**src/rtl/uninasoc_pkg.sv**
```systemverilog
// Platform-wide constants and types shared by the interrupt path.
// PLIC line map, default PLIC sizing and the gateway state encoding.
package uninasoc_pkg;

  localparam int unsigned PLIC_NUM_LINES = 32;
  localparam logic [PLIC_NUM_LINES-1:0] PLIC_EDGE_MASK = '0;

  localparam int unsigned PLIC_RESERVED_LINE = 0;
  localparam int unsigned PLIC_GPIO_IN_LINE  = 1;
  localparam int unsigned PLIC_GPIO_OUT_LINE = 2;
  localparam int unsigned PLIC_TIMER_LINE    = 3;
  localparam int unsigned PLIC_UART_LINE     = 4;

  typedef enum logic [1:0] {
    GW_IDLE,
    GW_PENDING,
    GW_IN_SERVICE
  } irq_gw_state_t;

endpackage

```
**src/rtl/irq_gateway_arbiter_gateway.sv**
```systemverilog
// Single-line interrupt gateway: captures a level or rising edge, holds it
// pending until claimed, then blocks new requests until completion.
module irq_gateway
  import uninasoc_pkg::*;
(
  input  logic clk_i,
  input  logic rst_ni,
  input  logic src_i,
  input  logic edge_mode_i,
  input  logic claim_grant_i,
  input  logic complete_hit_i,
  output logic pending_o
);

  irq_gw_state_t state_q, state_d;
  logic          src_prev_q, src_prev_d;
  logic          trigger;

  always_comb begin
    trigger    = edge_mode_i ? (src_i & ~src_prev_q) : src_i;
    src_prev_d = src_i;
    state_d    = state_q;
    case (state_q)
      GW_IDLE:       if (trigger)        state_d = GW_PENDING;
      GW_PENDING:    if (claim_grant_i)  state_d = GW_IN_SERVICE;
      GW_IN_SERVICE: if (complete_hit_i) state_d = GW_IDLE;
      default:                           state_d = GW_IDLE;
    endcase
  end

  always_ff @(posedge clk_i) begin
    if (!rst_ni) begin
      state_q    <= GW_IDLE;
      src_prev_q <= 1'b0;
    end else begin
      state_q    <= state_d;
      src_prev_q <= src_prev_d;
    end
  end

  assign pending_o = (state_q == GW_PENDING);

endmodule

```
**src/rtl/irq_gateway_arbiter.sv**
```systemverilog
// Interrupt sequencer: per-line gateways, enable mask, fixed-priority
// arbiter and the claim/complete handshake toward the core.
module irq_gateway_arbiter
  import uninasoc_pkg::*;
#(
  parameter int unsigned NUM_LINES = PLIC_NUM_LINES,
  parameter logic [31:0] EDGE_MASK = 32'(PLIC_EDGE_MASK),
  parameter int unsigned ID_WIDTH  = $clog2(NUM_LINES)
) (
  input  logic                 clk_i,
  input  logic                 rst_ni,
  input  logic [NUM_LINES-1:0] irq_src_i,
  input  logic                 enable_we_i,
  input  logic [NUM_LINES-1:0] enable_wdata_i,
  output logic [NUM_LINES-1:0] enable_o,
  output logic [NUM_LINES-1:0] pending_o,
  output logic                 ext_irq_o,
  input  logic                 claim_req_i,
  output logic                 claim_valid_o,
  output logic [ID_WIDTH-1:0]  claim_id_o,
  input  logic                 complete_req_i,
  input  logic [ID_WIDTH-1:0]  complete_id_i
);

  logic [NUM_LINES-1:0] enable_q, enable_d;
  logic [NUM_LINES-1:0] pending;
  logic [NUM_LINES-1:0] eligible;
  logic [NUM_LINES-1:1] grant;
  logic                 ext_irq_q, ext_irq_d;
  logic                 claim_valid_q, claim_valid_d;
  logic [ID_WIDTH-1:0]  claim_id_q, claim_id_d;
  logic [ID_WIDTH-1:0]  winner_id;
  logic                 winner_found;
  logic                 unused_bits;

  // Line 0 is reserved: its source and enable bits are never used.
  assign unused_bits = ^{irq_src_i[0], enable_wdata_i[0]};
  assign pending[0]  = 1'b0;

  generate
    for (genvar gi = 1; gi < NUM_LINES; gi++) begin : g_gw
      irq_gateway u_gw (
        .clk_i          (clk_i),
        .rst_ni         (rst_ni),
        .src_i          (irq_src_i[gi]),
        .edge_mode_i    (EDGE_MASK[gi]),
        .claim_grant_i  (grant[gi]),
        .complete_hit_i (complete_req_i && (complete_id_i == ID_WIDTH'(gi))),
        .pending_o      (pending[gi])
      );
    end
  endgenerate

  assign eligible = pending & enable_q;

  always_comb begin
    winner_id    = '0;
    winner_found = 1'b0;
    grant        = '0;
    for (int i = 1; i < NUM_LINES; i++) begin
      if (eligible[i] && !winner_found) begin
        winner_found = 1'b1;
        winner_id    = ID_WIDTH'(i);
        grant[i]     = claim_req_i;
      end
    end
  end

  always_comb begin
    enable_d                = enable_q;
    if (enable_we_i) enable_d[NUM_LINES-1:1] = enable_wdata_i[NUM_LINES-1:1];
    enable_d[0]             = 1'b0;
    ext_irq_d               = |eligible;
    claim_valid_d           = claim_req_i;
    claim_id_d              = claim_req_i ? winner_id : claim_id_q;
  end

  always_ff @(posedge clk_i) begin
    if (!rst_ni) begin
      enable_q      <= '0;
      ext_irq_q     <= 1'b0;
      claim_valid_q <= 1'b0;
      claim_id_q    <= '0;
    end else begin
      enable_q      <= enable_d;
      ext_irq_q     <= ext_irq_d;
      claim_valid_q <= claim_valid_d;
      claim_id_q    <= claim_id_d;
    end
  end

  assign enable_o      = enable_q;
  assign pending_o     = pending;
  assign ext_irq_o     = ext_irq_q;
  assign claim_valid_o = claim_valid_q;
  assign claim_id_o    = claim_id_q;

endmodule
```
**config.mk**
```make
export PLATFORM = sky130hd
export DESIGN_NAME = irq_gateway_arbiter
export DESIGN_NICKNAME = d
export VERILOG_FILES = /design/src/rtl/uninasoc_pkg.sv /design/src/rtl/irq_gateway_arbiter_gateway.sv /design/src/rtl/irq_gateway_arbiter.sv
export SDC_FILE = /design/constraint.sdc
export NUM_CORES = 1
export LEC_CHECK = 0
export CORE_ASPECT_RATIO = 1.25
export CORE_MARGIN = 2
export CORE_UTILIZATION = 48
export CTS_CLUSTER_SIZE = 16
export DETAILED_ROUTE_END_ITERATION = 10
export PLACE_DENSITY = 0.78
export RECOVER_POWER = 100
export SKIP_CTS_REPAIR_TIMING = 1
export SLEW_MARGIN = 10
export SYNTH_ARGS = -nofsm -noshare
export SYNTH_HDL_FRONTEND = slang
export SYNTH_SLANG_ARGS = --single-unit
```
**constraint.sdc**
```tcl
create_clock -name clk_i -period 2.2 [get_ports clk_i]
set_input_delay 0.44 -clock clk_i [delete_from_list [all_inputs] [get_ports clk_i]]
set_output_delay 0.44 -clock clk_i [all_outputs]
set_load 0.02 [all_outputs]
```
Word-level counts from Yosys, hierarchy flattened:

Index checks and enable logic that the tools add are counted.

* equal/unequal tests: 186
* muxes and demuxes: 216
* bitwise operators: 1
* reductions and logical operators: 154

Operators by type and width (number)
* two-way mux 2 bit: 93
* case mux 2 bit (3 select lines): 31
* two-way mux 5 bit: 30
* inequality test 2 x 1 -> 1 bit, second input constant: 62
* AND reduction 3 bit: 31
* equality test 5 bit, second input constant: 16
* equality test 2 x 1 -> 1 bit, second input constant: 31
* equality test 2 bit, second input constant: 31
* zero test 2 bit: 31
* two-way mux 1 bit: 62
* inequality test 2 bit, second input constant: 31
* logical AND 1 bit: 61
* equality test 5 x 4 -> 1 bit, second input constant: 8
* bitwise AND 32 bit: 1
* OR reduction 32 bit: 1
* zero test 1 bit: 30
* equality test 5 x 3 -> 1 bit, second input constant: 4
* equality test 5 x 2 -> 1 bit, second input constant: 2
* equality test 5 x 1 -> 1 bit, second input constant: 1

* register bits: 101

Logic depth before layout (Yosys ltp):

* depth after elaboration: 95
* mapped depth: 7
* depth with buffers taken out: 6

Hierarchy:

Synthesis repeated with hierarchy kept, for this count alone.

* cells, all modules: 729
* area total of the unflattened synthesis: 6518.8 µm²

By module, submodules not included
* irq_gateway: instances 31, cells each 13, area an instance 130.1 µm², seq. area each 60.1 µm²
* irq_gateway_arbiter: instances 1, cells each 326, area an instance 2484.9 µm², seq. area each 760.7 µm²

Worst setup path before layout:

No wires, ideal clock.

* kind: register to register
* from: reg enable_q[6], in the netlist enable_o[6]
* to: reg g_gw[16].u_gw.state_q[1]
* arrival: 1935 ps
* data required time: 2133 ps
* setup slack: 198 ps
* cell stages (with the launch flop): 7
* buffers on the path: 0
* period minus slack after synthesis: 2002 ps
* path through: dfxtp_1 -> and3b_1 -> nor4_4 -> and4_4 -> nand4_1 -> or3b_1 -> a21oi_2

* longest elaborated chain between the ends: 35

Ends and longest elaborated chain
* from (decl): line irq_gateway_arbiter.sv:25 `logic [NUM_LINES-1:0] enable_q, enable_d;`
* from (signal assigned): line irq_gateway_arbiter.sv:85 `enable_q <= enable_d;`
* bitwise AND 32 bit (*): line irq_gateway_arbiter.sv:54 `assign eligible = pending & enable_q;`
* logical AND 1 bit (*): line irq_gateway_arbiter.sv:61 `if (eligible[i] && !winner_found) begin`
* two-way mux 1 bit (*): line irq_gateway_arbiter.sv:61
* zero test 1 bit: line irq_gateway_arbiter.sv:61
* logical AND 1 bit: line irq_gateway_arbiter.sv:61
* two-way mux 1 bit (*): line irq_gateway_arbiter.sv:61
* zero test 1 bit: line irq_gateway_arbiter.sv:61
* logical AND 1 bit: line irq_gateway_arbiter.sv:61
* (+19 left out)
* zero test 1 bit: line irq_gateway_arbiter.sv:61
* logical AND 1 bit: line irq_gateway_arbiter.sv:61
* two-way mux 1 bit (*): line irq_gateway_arbiter.sv:61
* zero test 1 bit (*): line irq_gateway_arbiter.sv:61
* logical AND 1 bit (*): line irq_gateway_arbiter.sv:61
* two-way mux 1 bit (*): line irq_gateway_arbiter.sv:61
* inequality test 2 x 1 -> 1 bit (no source line) (*)
* AND reduction 3 bit (no source line) (*)
* to (signal assigned): line irq_gateway_arbiter_gateway.sv:36 `state_q <= state_d;`
* to (decl): line irq_gateway_arbiter_gateway.sv:15 `irq_gw_state_t state_q, state_d;`

Every way passes the cells marked *; elsewhere a longest branch is shown, timed or not.
A chain may end at the register's enable or synchronous reset.

Worst setup path after layout:

* from: reg g_gw[11].u_gw.state_q[1]
* to: reg claim_id_q[0], in the netlist claim_id_o[0]

* longest elaborated chain between the ends: 64
* elaborated cells between the ends (all ways): 84
* classes of those cells: 1 x eq/ne; 41 x mux; 1 x bitwise; 41 x reduce/logical

Ends and longest elaborated chain
* from (decl): line irq_gateway_arbiter_gateway.sv:15
* from (signal assigned): line irq_gateway_arbiter_gateway.sv:36
* equality test 2 x 1 -> 1 bit (*): line irq_gateway_arbiter_gateway.sv:41 `assign pending_o = (state_q == GW_PENDING);`
* bitwise AND 32 bit (*): line irq_gateway_arbiter.sv:54
* logical AND 1 bit (*): line irq_gateway_arbiter.sv:61
* two-way mux 1 bit: line irq_gateway_arbiter.sv:61
* zero test 1 bit: line irq_gateway_arbiter.sv:61
* logical AND 1 bit: line irq_gateway_arbiter.sv:61
* two-way mux 1 bit: line irq_gateway_arbiter.sv:61
* zero test 1 bit: line irq_gateway_arbiter.sv:61
* (+48 left out)
* logical AND 1 bit: line irq_gateway_arbiter.sv:61
* two-way mux 1 bit: line irq_gateway_arbiter.sv:61
* zero test 1 bit: line irq_gateway_arbiter.sv:61
* logical AND 1 bit: line irq_gateway_arbiter.sv:61
* two-way mux 1 bit: line irq_gateway_arbiter.sv:61
* zero test 1 bit: line irq_gateway_arbiter.sv:61
* logical AND 1 bit: line irq_gateway_arbiter.sv:61
* two-way mux 5 bit (*): line irq_gateway_arbiter.sv:61
* to (signal assigned): line irq_gateway_arbiter.sv:88 `claim_id_q <= claim_id_d;`
* to (decl): line irq_gateway_arbiter.sv:31 `logic [ID_WIDTH-1:0] claim_id_q, claim_id_d;`

Marks and branches as above.

==> flow_results.org <==
** Status
- The flow ran to the end, and the final reports show no timing, DRC or antenna violations.

** Floorplanning
- Die outline area :: about 11000 um^2
- around 150 I/O pins were placed.
- Die Wd :: 96.2 um
- Num rows :: 42
- Die Span Y :: between 100 and 150 um
- Floorplan core area :: between 10000 and 15000 um^2
- Initial core utilization :: 0.488

** Critical path
- Reg-to-Reg Start :: g_gw[11].u_gw.state_q[1]$_SDFFE_PN0P_
- Destination of the worst register-to-register timing path :: claim_id_o[0]$_SDFFE_PN0P_
- The critical path is of the flip-flop to flip-flop type.
- Data arrives at the worst endpoint at ~2400 ps.
- Endpoint class of the critical path :: flip-flop
- Worst setup SP type :: flip-flop
- Register-to-register path setup slack :: between 70 and 80 ps
- Counting cells, the worst reg-to-reg path comes to 8.
- WP data required :: about 2500 ps
- Along the worst path, the maximum fanout reaches 7.

** Yosys
- By area, the combinational part of the netlist is dominated by simple AND/OR/NAND/NOR gates.
- Share of synthesized area occupied by flip-flops and latches :: 0.392
- Most instantiated flip-flop cell in the synthesis netlist :: dfxtp_1
- Seq cells post-synth :: 100
- Of the total synthesized cell area, the portion taken by AND, OR, NAND and NOR gates is 0.356.
- Post-synthesis share of cell area spent on xor and xnor gates :: 0
- After synthesis, the cell types taking the most area are dfxtp_1 39%, nor2_1 6.7%, mux2i_1 6.3%.
- Area share of the largest cell type after synthesis :: 0.392
- Among all cell types in the netlist, the one instantiated most often is dfxtp_1.
- Of the total synthesized cell area, the portion taken by full adders, half adders and majority gates is 0.
- The synthesized netlist contains 55 unique library cells.
- The cell area that synthesis handed to floorplanning was 5100 um^2.
- Averaged over all synthesized cells, the footprint is 8.46 um^2.
- For this run, the number of Yosys warnings is 0.
- After technology mapping, the gate count stands at roughly 600.
- Cell types with the highest counts after synthesis :: 100 x dfxtp_1, 91 x nor2_1, 40 x nor2b_1, 35 x a21oi_1, 33 x buf_4
- Of all cell types, the one taking the most synthesized area is dfxtp_1.
- FFs w/ async S/R, synth :: 0
- The post-synthesis compound-gate area fraction is 0.117.
- EDFF count, synth :: 0
- After synthesis, the share of cell area in mux cells is 0.0628.

** Clocking
- Number of buffers created by CTS :: 9
- TritonCTS built the clock tree.
- The clock reaches the later pin of the worst-skew pair after approximately 350 ps.
- The clock tree synthesis step divided the H-tree into 3 levels.
- Sinks on the clock net :: 100
- After clock tree synthesis, the clock-pin slew on the worst setup and hold paths is approximately 70 ps.
- Number of buffers on the longest clock path :: 2
- The cell sitting at the root of the clock tree is a clkbuf_16.

** Placed design
- Detailed placement ended at an HPWL of ~11 mm.
- The congestion estimate from routability-driven global placement came to 0.878.
- Setup Slack @ Placement :: between 60 and 70 ps
- Total instance count after detailed placement :: around 850
- Number of port buffers :: between 100 and 150

** Routing
- Overall routed net length :: between 15 and 20 mm
- Routed WL per cell :: roughly 17 um
- After detailed routing, the number of remaining DRC violations is 0.
- Across all layers, the routed design uses around 5100 vias.
- First DRT Iteration DRCs :: 420
- The count of nets left with antenna violations once routing finished came out at 0.
- The pre-antenna-repair detailed-routing pass consisted of 5 iterations.
- Using the TritonRoute via totals, the vias-per-cell ratio works out to 5.75.

** Pwr
- Reported leakage power :: approximately 2.9 nW
- Overall power consumption after layout is estimated at between 4 and 5 mW.
- Power per cell area :: approximately 690 nW/um^2
- VDD sags by at most between 0.3 and 0.4 mV.

** Layout
- Growth of design area from synthesis to finish :: 37.7%
- Share of final-layout standard cells stronger than drive strength 1 :: 0.0992
- The finished layout holds 878 standard cells, fillers aside.
- Number of antenna repair diodes :: 0
- In the final design database the tool counted between 800 and 900 nets.
- Fillers :: 874

** STA
- Final setup violation count :: 0
- Worst-case setup margin in the final layout :: roughly 71 ps
- Largest clock skew in the final design :: around 8.6 ps
- Number of hold violations in the final report :: 0
- Slew at the pin closest to its max-slew limit :: slightly above 900 ps
- Max_slew headroom :: 0.393
- Final critical delay including setup and external delays :: between 2000 and 2500 ps
- Count of final max-slew check failures :: 0
- Share of the clock period used by the worst path after layout :: 0.968
- Based on the critical path, the design can be clocked at up to 470 MHz.
- Final hold analysis gives a worst-case slack of approximately 460 ps.

** Worst hold path
- Hold EP :: g_gw[21].u_gw.state_q[0]$_SDFFE_PN0P_
- Along the worst hold path, the cell count comes to 1.
- The worst hold path begins at g_gw[21].u_gw.state_q[1]$_SDFFE_PN0P_.
- In this run the worst hold path is classified as flip-flop to flip-flop.

** Global route
- The via count of the first global-routing pass was 4961.
- Maximum number of pins on one net before global-route repair :: 36
- The number of antenna violations at the first check in global routing came to 0.
- For this run, the total global-route usage over all layers was measured as 0.266.
- Wire length of the first global-routing pass :: between 20 and 25 mm
- Summed over all layers, the global routing overflow is 0.

** Run
- MaxCap Viol Count :: 0
[flip-flops by register name (all words and copies together) (netlist names)]
signal,count
claim_id_o,5
g_gw.u_gw.state_q,62
claim_valid_o,1
ext_irq_o,1
enable_o,31
[cells in the final DEF (no fill, tap or decap), types with 3 or more instances in the layout]
master / Yosys / routed
clkbuf_1: 16 / 3
and3b_1: 22 / 22
inv_1: 7 / 8
nor4b_1: 16 / 16
nor2_1: 91 / 90
o21ai_0: 21 / 21
clkbuf_16: 0 / 9
a21oi_1: 35 / 35
nand4_1: 13 / 13
nor4_1: 11 / 10
dfxtp_1: 100 / 100
nor3b_1: 6 / 6
and3_1: 5 / 5
nand2b_1: 4 / 4
nand3b_1: 16 / 16
and2b_1: 3 / 3
o221a_2: 3 / 3
buf_4: 33 / 35
dlygate4sd3_1: 0 / 43
nor3_1: 17 / 17
nand2_1: 30 / 30
a2111oi_0: 4 / 4
nand3_1: 25 / 25
o21bai_1: 3 / 3
and2_1: 3 / 3
clkdlybuf4s50_1: 0 / 96
a31oi_1: 9 / 9
nor2b_1: 40 / 39
mux2i_1: 32 / 32
[metal layers]
layer  global-route usage  vias up  wire length, um
li1                     -     2419                -
met1                0.307     2398             5950
met2                0.460      196             7700
met3               0.0595       37             1020
met4                0.113        0              498
met5                    0        -                0
[stage by stage]
stage          TNS [ps]  utilization  instance area (um^2)
2_1_floorplan         0            -                  5110
3_3_place_gp          0        0.631                  6600
3_5_place_dp          0        0.631                  6600
4_1_cts               0        0.663                  6940
5_1_grt           -81.7        0.672                  7030
6_report              0        0.672                  7030
[worst max path at each step]
stage | start | endpoint | slack (ps) | cells after the start
2_1_floorplan | enable_o[6]$_SDFFE_PN0P_ | g_gw[16].u_gw.state_q[1]$_SDFFE_PN0P_ | 200 | 6
3_3_place_gp | g_gw[8].u_gw.state_q[1]$_SDFFE_PN0P_ | g_gw[20].u_gw.state_q[1]$_SDFFE_PN0P_ | 120 | 6
3_5_place_dp | g_gw[8].u_gw.state_q[1]$_SDFFE_PN0P_ | claim_id_o[0]$_SDFFE_PN0P_ | 70 | 6
4_1_cts | g_gw[2].u_gw.state_q[0]$_SDFFE_PN0P_ | pending_o[2] | 40 | 3
5_1_grt | g_gw[11].u_gw.state_q[1]$_SDFFE_PN0P_ | g_gw[20].u_gw.state_q[1]$_SDFFE_PN0P_ | -30 | 7
6_report | g_gw[11].u_gw.state_q[1]$_SDFFE_PN0P_ | claim_id_o[0]$_SDFFE_PN0P_ | 70 | 8
[final cells by class]
type                       count  area, um^2  share of cell area
inverter                       8        30.0             0.00427
tap                          132         165              0.0235
timing repair buffer         181        1720               0.245
sequential                   100        2000               0.285
clock buffer                  11         253              0.0360
clock inverter                 5        83.8              0.0119
multi-input combinational    441        2770               0.394
[report_power, final]
group	leakage, nW	internal [mW]	total (mW)	switching (mW)
Clock	0.158	1.06	1.76	0.701
Combinational	1.90	0.535	1.09	0.558
Sequential	0.825	1.92	2.02	0.0948
Total	2.88	3.52	4.87	1.35
[worst max-delay path: stages (launching register included)]
cell      delay, ps
dfxtp_1         380
and3b_1         250
nor4_4          280
buf_4           190
nand4_4         170
buf_4           190
o311ai_2        330
a21oi_1          90
a22oi_1         170
[cells by family after synthesis]
logic type,Yosys count
AO/OA/AOI/OAI,93
buffers and inverters,63
flip-flops,100
multiplexers,32
other,1
AND/OR/NAND/NOR,314
(Power assumes the default switching activity.)
